<file path="config.mk">
export PLATFORM = sky130hd
export DESIGN_NAME = i2c_cond_gen_flat
export DESIGN_NICKNAME = d
export VERILOG_FILES = /design/src/rtl/i2c_cond_gen_if.sv /design/src/rtl/i2c_cond_gen.sv /design/src/flat_wrapper.sv
export SDC_FILE = /design/constraint.sdc
export NUM_CORES = 1
export LEC_CHECK = 0
export CORE_MARGIN = 1.5
export CORE_UTILIZATION = 30
export DETAILED_ROUTE_END_ITERATION = 12
export PLACE_DENSITY = 0.48
export SLEW_MARGIN = 20
export SYNTH_ARGS = -nofsm -noshare
export SYNTH_HDL_FRONTEND = slang
export SYNTH_SLANG_ARGS = --single-unit
export TNS_END_PERCENT = 100
</file>
<file path="constraint.sdc">
create_clock -name clk -period 3.7 [get_ports clk]
set_input_delay 0.37 -clock clk [delete_from_list [all_inputs] [get_ports clk]]
set_output_delay 0.37 -clock clk [all_outputs]
set_load 0.05 [all_outputs]
</file>
<file path="src/rtl/i2c_cond_gen_if.sv">
// Command/bus bundle for the I2C START / repeated-START / STOP condition generator.
// master drives commands and the sampled SCL level; slave is the generator itself.
interface i2c_cond_gen_if;
    logic       cmd_valid;
    logic [1:0] cmd;
    logic       cmd_ready;
    logic       scl_in;
    logic       sda_out;
    logic       scl_out;
    logic       done;
    logic       cmd_err;
    logic       bus_owned;

    modport master (
        output cmd_valid, cmd, scl_in,
        input  cmd_ready, sda_out, scl_out, done, cmd_err, bus_owned
    );

    modport slave (
        input  cmd_valid, cmd, scl_in,
        output cmd_ready, sda_out, scl_out, done, cmd_err, bus_owned
    );
endinterface

</file>
<file path="src/rtl/i2c_cond_gen.sv">
// I2C bus condition generator: START, repeated START and STOP, each a sequence of CLK_DIV-cycle quarter-phases.
// Define I2C_COND_STRETCH_EN to hold the phase counter while a slave stretches SCL low.
module i2c_cond_gen #(
    parameter int unsigned CLK_DIV = 4,
    parameter int unsigned DIV_W   = 16
) (
    input  logic           clk,
    input  logic           rst,
    i2c_cond_gen_if.slave  bus
);

    typedef enum logic [2:0] {S_IDLE, S_HELD, S_START, S_RSTART, S_STOP} state_e;
    typedef enum logic [1:0] {C_NOP, C_START, C_RSTART, C_STOP} cmd_e;

    localparam logic [DIV_W-1:0] CNT_LAST = DIV_W'(CLK_DIV - 1);

    state_e           state;
    logic [1:0]       phase;
    logic [DIV_W-1:0] cnt;
    logic             sda_q;
    logic             scl_q;
    logic             ready_q;
    logic             err_q;
    logic             owned_q;
    logic             busy;
    logic             stall;
    logic             phase_end;
    logic             last_phase;

    // (sda, scl) levels for each sub-phase of a sequence
    function automatic logic [1:0] drive(state_e s, logic [1:0] p);
        logic [1:0] v;
        v = 2'b11;
        case (s)
            S_START:  v = (p == 2'd0) ? 2'b11 : (p == 2'd1) ? 2'b01 : 2'b00;
            S_RSTART: v = (p == 2'd0) ? 2'b10 : (p == 2'd1) ? 2'b11 :
                          (p == 2'd2) ? 2'b01 : 2'b00;
            S_STOP:   v = (p == 2'd0) ? 2'b00 : (p == 2'd1) ? 2'b01 : 2'b11;
            S_HELD:   v = 2'b00;
            default:  v = 2'b11;
        endcase
        return v;
    endfunction

    function automatic logic [1:0] final_phase(state_e s);
        return (s == S_RSTART) ? 2'd3 : 2'd2;
    endfunction

`ifdef I2C_COND_STRETCH_EN
    // A slave holding SCL low while we release it freezes the quarter-phase timer
    assign stall = busy && scl_q && !bus.scl_in;
`else
    logic unused_scl_in;
    assign unused_scl_in = bus.scl_in;
    assign stall         = 1'b0;
`endif

    assign busy       = (state == S_START) || (state == S_RSTART) || (state == S_STOP);
    assign phase_end  = busy && !stall && (cnt == CNT_LAST);
    assign last_phase = (phase == final_phase(state));

    // done is decoded from registered state so it sits in the exact cycle the sequence ends
    assign bus.done      = phase_end && last_phase;
    assign bus.sda_out   = sda_q;
    assign bus.scl_out   = scl_q;
    assign bus.cmd_ready = ready_q;
    assign bus.cmd_err   = err_q;
    assign bus.bus_owned = owned_q;

    // NOTE: all state here is updated with non-blocking assignments so every read sees pre-edge values.
    always_ff @(posedge clk) begin
        if (rst) begin
            state   <= S_IDLE;
            phase   <= 2'd0;
            cnt     <= '0;
            sda_q   <= 1'b1;
            scl_q   <= 1'b1;
            ready_q <= 1'b1;
            err_q   <= 1'b0;
            owned_q <= 1'b0;
        end else begin
            err_q <= 1'b0;
            if (bus.cmd_valid && ready_q) begin
                phase <= 2'd0;
                cnt   <= '0;
                case (cmd_e'(bus.cmd))
                    C_START: begin
                        if (state == S_IDLE) begin
                            state          <= S_START;
                            {sda_q, scl_q} <= drive(S_START, 2'd0);
                            ready_q        <= 1'b0;
                        end else begin
                            err_q <= 1'b1;
                        end
                    end
                    C_RSTART: begin
                        if (state == S_HELD) begin
                            state          <= S_RSTART;
                            {sda_q, scl_q} <= drive(S_RSTART, 2'd0);
                            ready_q        <= 1'b0;
                        end else begin
                            err_q <= 1'b1;
                        end
                    end
                    C_STOP: begin
                        if (state == S_HELD) begin
                            state          <= S_STOP;
                            {sda_q, scl_q} <= drive(S_STOP, 2'd0);
                            ready_q        <= 1'b0;
                        end else begin
                            err_q <= 1'b1;
                        end
                    end
                    default: ;
                endcase
            end else if (busy) begin
                if (phase_end) begin
                    cnt <= '0;
                    if (last_phase) begin
                        state          <= (state == S_STOP) ? S_IDLE : S_HELD;
                        {sda_q, scl_q} <= (state == S_STOP) ? 2'b11 : 2'b00;
                        owned_q        <= (state != S_STOP);
                        ready_q        <= 1'b1;
                        phase          <= 2'd0;
                    end else begin
                        phase          <= phase + 2'd1;
                        {sda_q, scl_q} <= drive(state, phase + 2'd1);
                    end
                end else if (!stall) begin
                    cnt <= cnt + 1'b1;
                end
            end
        end
    end

endmodule
</file>
<file path="src/flat_wrapper.sv">
// flat-port wrapper written by rule: the top's interface ports become plain ports
module i2c_cond_gen_flat 
#(
    parameter int unsigned CLK_DIV = 4,
    parameter int unsigned DIV_W   = 16
)
  (clk, rst, bus_cmd_valid, bus_cmd, bus_scl_in, bus_cmd_ready, bus_sda_out, bus_scl_out, bus_done, bus_cmd_err, bus_bus_owned);
  i2c_cond_gen_if bus_i ();
  input  logic clk;
  input  logic rst;
  input wire logic [$bits(bus_i.cmd_valid)-1:0] bus_cmd_valid;
  input wire logic [$bits(bus_i.cmd)-1:0] bus_cmd;
  input wire logic [$bits(bus_i.scl_in)-1:0] bus_scl_in;
  output wire logic [$bits(bus_i.cmd_ready)-1:0] bus_cmd_ready;
  output wire logic [$bits(bus_i.sda_out)-1:0] bus_sda_out;
  output wire logic [$bits(bus_i.scl_out)-1:0] bus_scl_out;
  output wire logic [$bits(bus_i.done)-1:0] bus_done;
  output wire logic [$bits(bus_i.cmd_err)-1:0] bus_cmd_err;
  output wire logic [$bits(bus_i.bus_owned)-1:0] bus_bus_owned;
  assign bus_i.cmd_valid = bus_cmd_valid;
  assign bus_i.cmd = bus_cmd;
  assign bus_i.scl_in = bus_scl_in;
  assign bus_cmd_ready = bus_i.cmd_ready;
  assign bus_sda_out = bus_i.sda_out;
  assign bus_scl_out = bus_i.scl_out;
  assign bus_done = bus_i.done;
  assign bus_cmd_err = bus_i.cmd_err;
  assign bus_bus_owned = bus_i.bus_owned;
  i2c_cond_gen #(.CLK_DIV(CLK_DIV), .DIV_W(DIV_W)) u_core (.clk(clk), .rst(rst), .bus(bus_i));
endmodule
</file>
# Word-level counts from Yosys, hierarchy flattened
# Cells that the tools add are included.
# word_totals
elab_cells	91
in_bits	6
ff_bits	26
output_inout_bits	6
# classes
bitwise_logic	1
add_sub_neg	2
muxes	43
n_reduce_logical	19
n_eq_ne	18
# ops
op	count
two-way mux 1 bit	22
two-way mux 3 bit	7
inequality test 3 bit, second input constant	6
adder 16 x 1 -> 16 bit, second input constant	1
== test 16 x 2 -> 1 bit, second input constant	1
two-way mux 16 bit	1
two-way mux 2 bit	7
AND reduction 6 bit	2
case mux 3 bit (3 select lines)	1
case mux 2 bit (4 select lines)	1
AND reduction 7 bit	1
== test 2 bit, second input constant	3
== test 3 x 2 -> 1 bit, second input constant	2
case mux 1 bit (2 select lines)	3
nonzero test 2 bit	3
OR reduction 2 bit	3
AND reduction 5 bit	1
== test 2 x 1 -> 1 bit, second input constant	2
inequality test 4 bit, second input constant	1
AND reduction 4 bit	1
== test 3 x 1 -> 1 bit, second input constant	1
== test 3 bit, second input constant	1
logical AND 1 bit	3
zero test 3 bit	1
other kinds (7)	8

# Depth between registers and ports, before layout
# depth
depth_word	10
ltp_mapped	8
ltp_nobuf	5

# Least setup slack after synthesis
# No wires, ideal clock.
# synth_timing
path_type	reg2out
from	register u_core.state[1]
to	output port bus_done
path_stages_with_launch	6
path_buffers	2
arrival_time_ps	2551
required_time_ps	3330
slack_ps	779
cell_sequence	dfxtp_1 > buf_4 > nor3b_2 > buf_2 > o21ai_0 > nor4_1
# synth_via
elab_chain_cells	5
word_cells_on_any_way	9
cone_classes	eq/ne (4); mux (1); reduce/logical (4)
# synth_rtl
item	line_no	text
from (decl)	i2c_cond_gen.sv:17	state_e state;
from (signal assigned)	i2c_cond_gen.sv:120	state <= (state == S_STOP) ? S_IDLE : S_HELD;
branches (longest 4 deep; another with == test 3 x 2 -> 1 bit)	-	
logical AND 1 bit *	i2c_cond_gen.sv:63	assign bus.done = phase_end && last_phase;
to (decl)	flat_wrapper.sv:17	output wire logic [$bits(bus_i.done)-1:0] bus_done;
# Mark *: on every way between the ends.

# Worst setup path in the final report
# Ends and elaborated chain as after synthesis.

==> results_dict.tcl <==
set metrics [dict create \
    outcome "complete, no violations" \
    grt_use_total_pct 13.5 \
    wire_per_inst_um 13.8 \
    p_leak_nw 0.580 \
    critPathKind "flop to output pin" \
    peakVddDrop_uv 145 \
    crit_slowest_cell "clkdlybuf4s50_1" \
    drc 0 \
    core_area_um2 4850 \
    grt_pass1_vias 1284 \
    cp-end-kind "output pin" \
    start_util_pct 31.8 \
    crit_required_ns 3.33 \
    yosysUniqueCellTypes 52 \
    synthArstFlopShare_pct 0 \
    finalPower_mw 0.526 \
    synth_enable_flop_cells 0 \
    die_y_um 74.7 \
    critPathLaunchType "flop" \
    layout_commonest_cell "dfxtp_1" \
    timing.hold.ws_ns 0.486 \
    syn_area_um2 1540 \
    routed_wl_mm 3.48 \
    routed_via_density 5.33 \
    area_delta_synth_final_pct 12.6 \
    cts_setup_buffers 0 \
    dp.cells 248 \
    cts_tree "yes" \
    cap_viol_max_count 0 \
    drive_gt1_share_pct 10.3 \
    syn_nets 187 \
    fin_crit_ns 2.97 \
    hold_viol_final 0 \
    final_util_pct 35.8 \
    pin_count 12 \
    die_x_um 74.7 \
    cts-root-buf "clkbuf_8" \
    vias 1342 \
    ys_seq_elements 26 \
    clock_sinks 26 \
    gp_congestion 0.771 \
    maxSlewHeadroom_pct 62.9 \
    insertion_delay_ns 0.27 \
    post_cts_resized 0 \
    layout.nets 194 \
    cts_hold_buf 0 \
    antenna_left 0 \
    cts_buffers 3 \
    cp_slowest_stage_delay_ns 0.87 \
    cp_top_family "buffers and inverters" \
    antennaDiodeCount 0 \
    rsz0062_at_grt "no" \
    tns_ns 0 \
    syn_avg_cell_area_um2 8.60 \
    final_cells 252 \
    seq_area_frac_synth_pct 33.8 \
    finalSetupViolations 0 \
    dp_hpwl_mm 2.54 \
    yosys_warnings 0 \
    power.density_nw_per_um2 304 \
    crit_chain "and2b_1, o21ai_0, nor4_1, clkdlybuf4s50_1" \
    final_cell_mix "dfxtp_1 (26), a21oi_1 (17), nor2_1 (16), nand2_1 (12)" \
    cts.clk_slew.worst_paths_ns 0.10 \
    fmax_mhz 336 \
    grt_pass1_wl_mm 5.92 \
    grt_max_degree 15 \
    portBuffers 10 \
    arrival_ns 2.60 \
    dieArea_um2 5570 \
    htree_levels 1 \
    hold_path.class "flop to flop" \
    path_max_fanout 10 \
    synthCells 179 \
    dr.pass1.iters 4 \
    grt_overflow 0 \
    antenna_found_initial 0 \
    tightest_slew_ns 0.557 \
    final_max_slew_viol_count 0 \
    finalCritPeriodShare_pct 80.3 \
    synthFlopType "dfxtp_1" \
    drtIter0Drc 79 \
    num_rows 25 \
    clk_path_buf_depth 2 \
    critPathBufInv 1 \
    fin_skew_ns 0.00531 \
]
-- report_power, final --
group	internal (mW)	switching (mW)	total, mW
registers	0.283	0.00409	0.287
logic	0.0185	0.0317	0.0501
clock network	0.0952	0.0939	0.189
total	0.397	0.130	0.526
-- worst register-to-register path, cell delays in order, from the launching register on --
cell	delay, ns
dfxtp_1	0.55
nor3b_2	0.25
buf_4	0.21
o2111ai_2	0.30
o31a_2	0.42
o41a_1	0.40
-- metal layers --
metal | wire length, um | vias up | track usage (%) | part of all wire (%)
li1 | - | 686 | - | -
met1 | 1790 | 645 | 18.3 | 51
met2 | 1600 | 9 | 22.3 | 46
met3 | 64 | 2 | 1.87 | 1.8
met4 | 26 | 0 | 4.24 | 0.75
met5 | 0 | - | 0 | 0
-- cell usage after synthesis, types with 3 or more instances --
cell	count	share of area, %
o2111ai_1	3	1.7
and3_1	3	1.2
o21ai_0	10	3.2
buf_2	3	0.97
or3_1	6	2.4
a21oi_1	17	5.5
o31ai_1	5	2.4
nand2b_1	4	1.6
inv_1	5	1.2
nand2_1	12	2.9
nor2b_1	5	2.0
nor4_4	3	4.1
nor2_1	16	3.9
or4_1	5	2.4
o211ai_1	4	1.9
and2_1	3	1.2
dfxtp_1	26	34
xor2_1	6	3.4
clkbuf_1	3	0.73
buf_4	3	1.5
-- final timing paths --
kind	endpoint	depth (start not counted)	slack, ns	from
setup / recovery	bus_done	4	0.73	u_core.state[1]
hold reg to reg	u_core.cnt[1]	2	0.49	u_core.cnt[1]
setup reg to reg	u_core.bus.scl_out	5	1.46	u_core.state[2]
hold / removal	u_core.cnt[1]	2	0.49	u_core.cnt[1]
-- metrics by stage --
step | area, um2 | setup WS, ns
3_3_place_gp | 1680 | 1.01
4_1_cts | 1730 | 0.730
6_report | 1730 | 0.728
5_1_grt | 1730 | 0.502
3_5_place_dp | 1680 | 1.08
2_1_floorplan | 1540 | 0.779
-- cell families after synthesis --
group,synth area share [%]
compound gates,23.5
xor+xnor,3.41
fa+ha+maj,1.62
buf+inv,5.12
flops,33.8
mux,2.27
simple gates,30.3
-- sequential cells by signal (all words and copies together) (netlist names) --
register / count
u_core.bus.cmd_ready: 1
u_core.state: 3
u_core.bus.cmd_err: 1
u_core.bus.sda_out: 1
u_core.phase: 2
u_core.bus.scl_out: 1
u_core.cnt: 16
u_core.bus.bus_owned: 1
-- area by class of cell --
cell class	count	area, um2
well taps	67	83.8
clock buffers	4	55.1
flip-flops and latches	26	520
multi-input cells	138	941
inverters	5	18.8
fillers	508	3110
repair buffers	12	115
No activity file was read; power rests on OpenSTA's default activity.
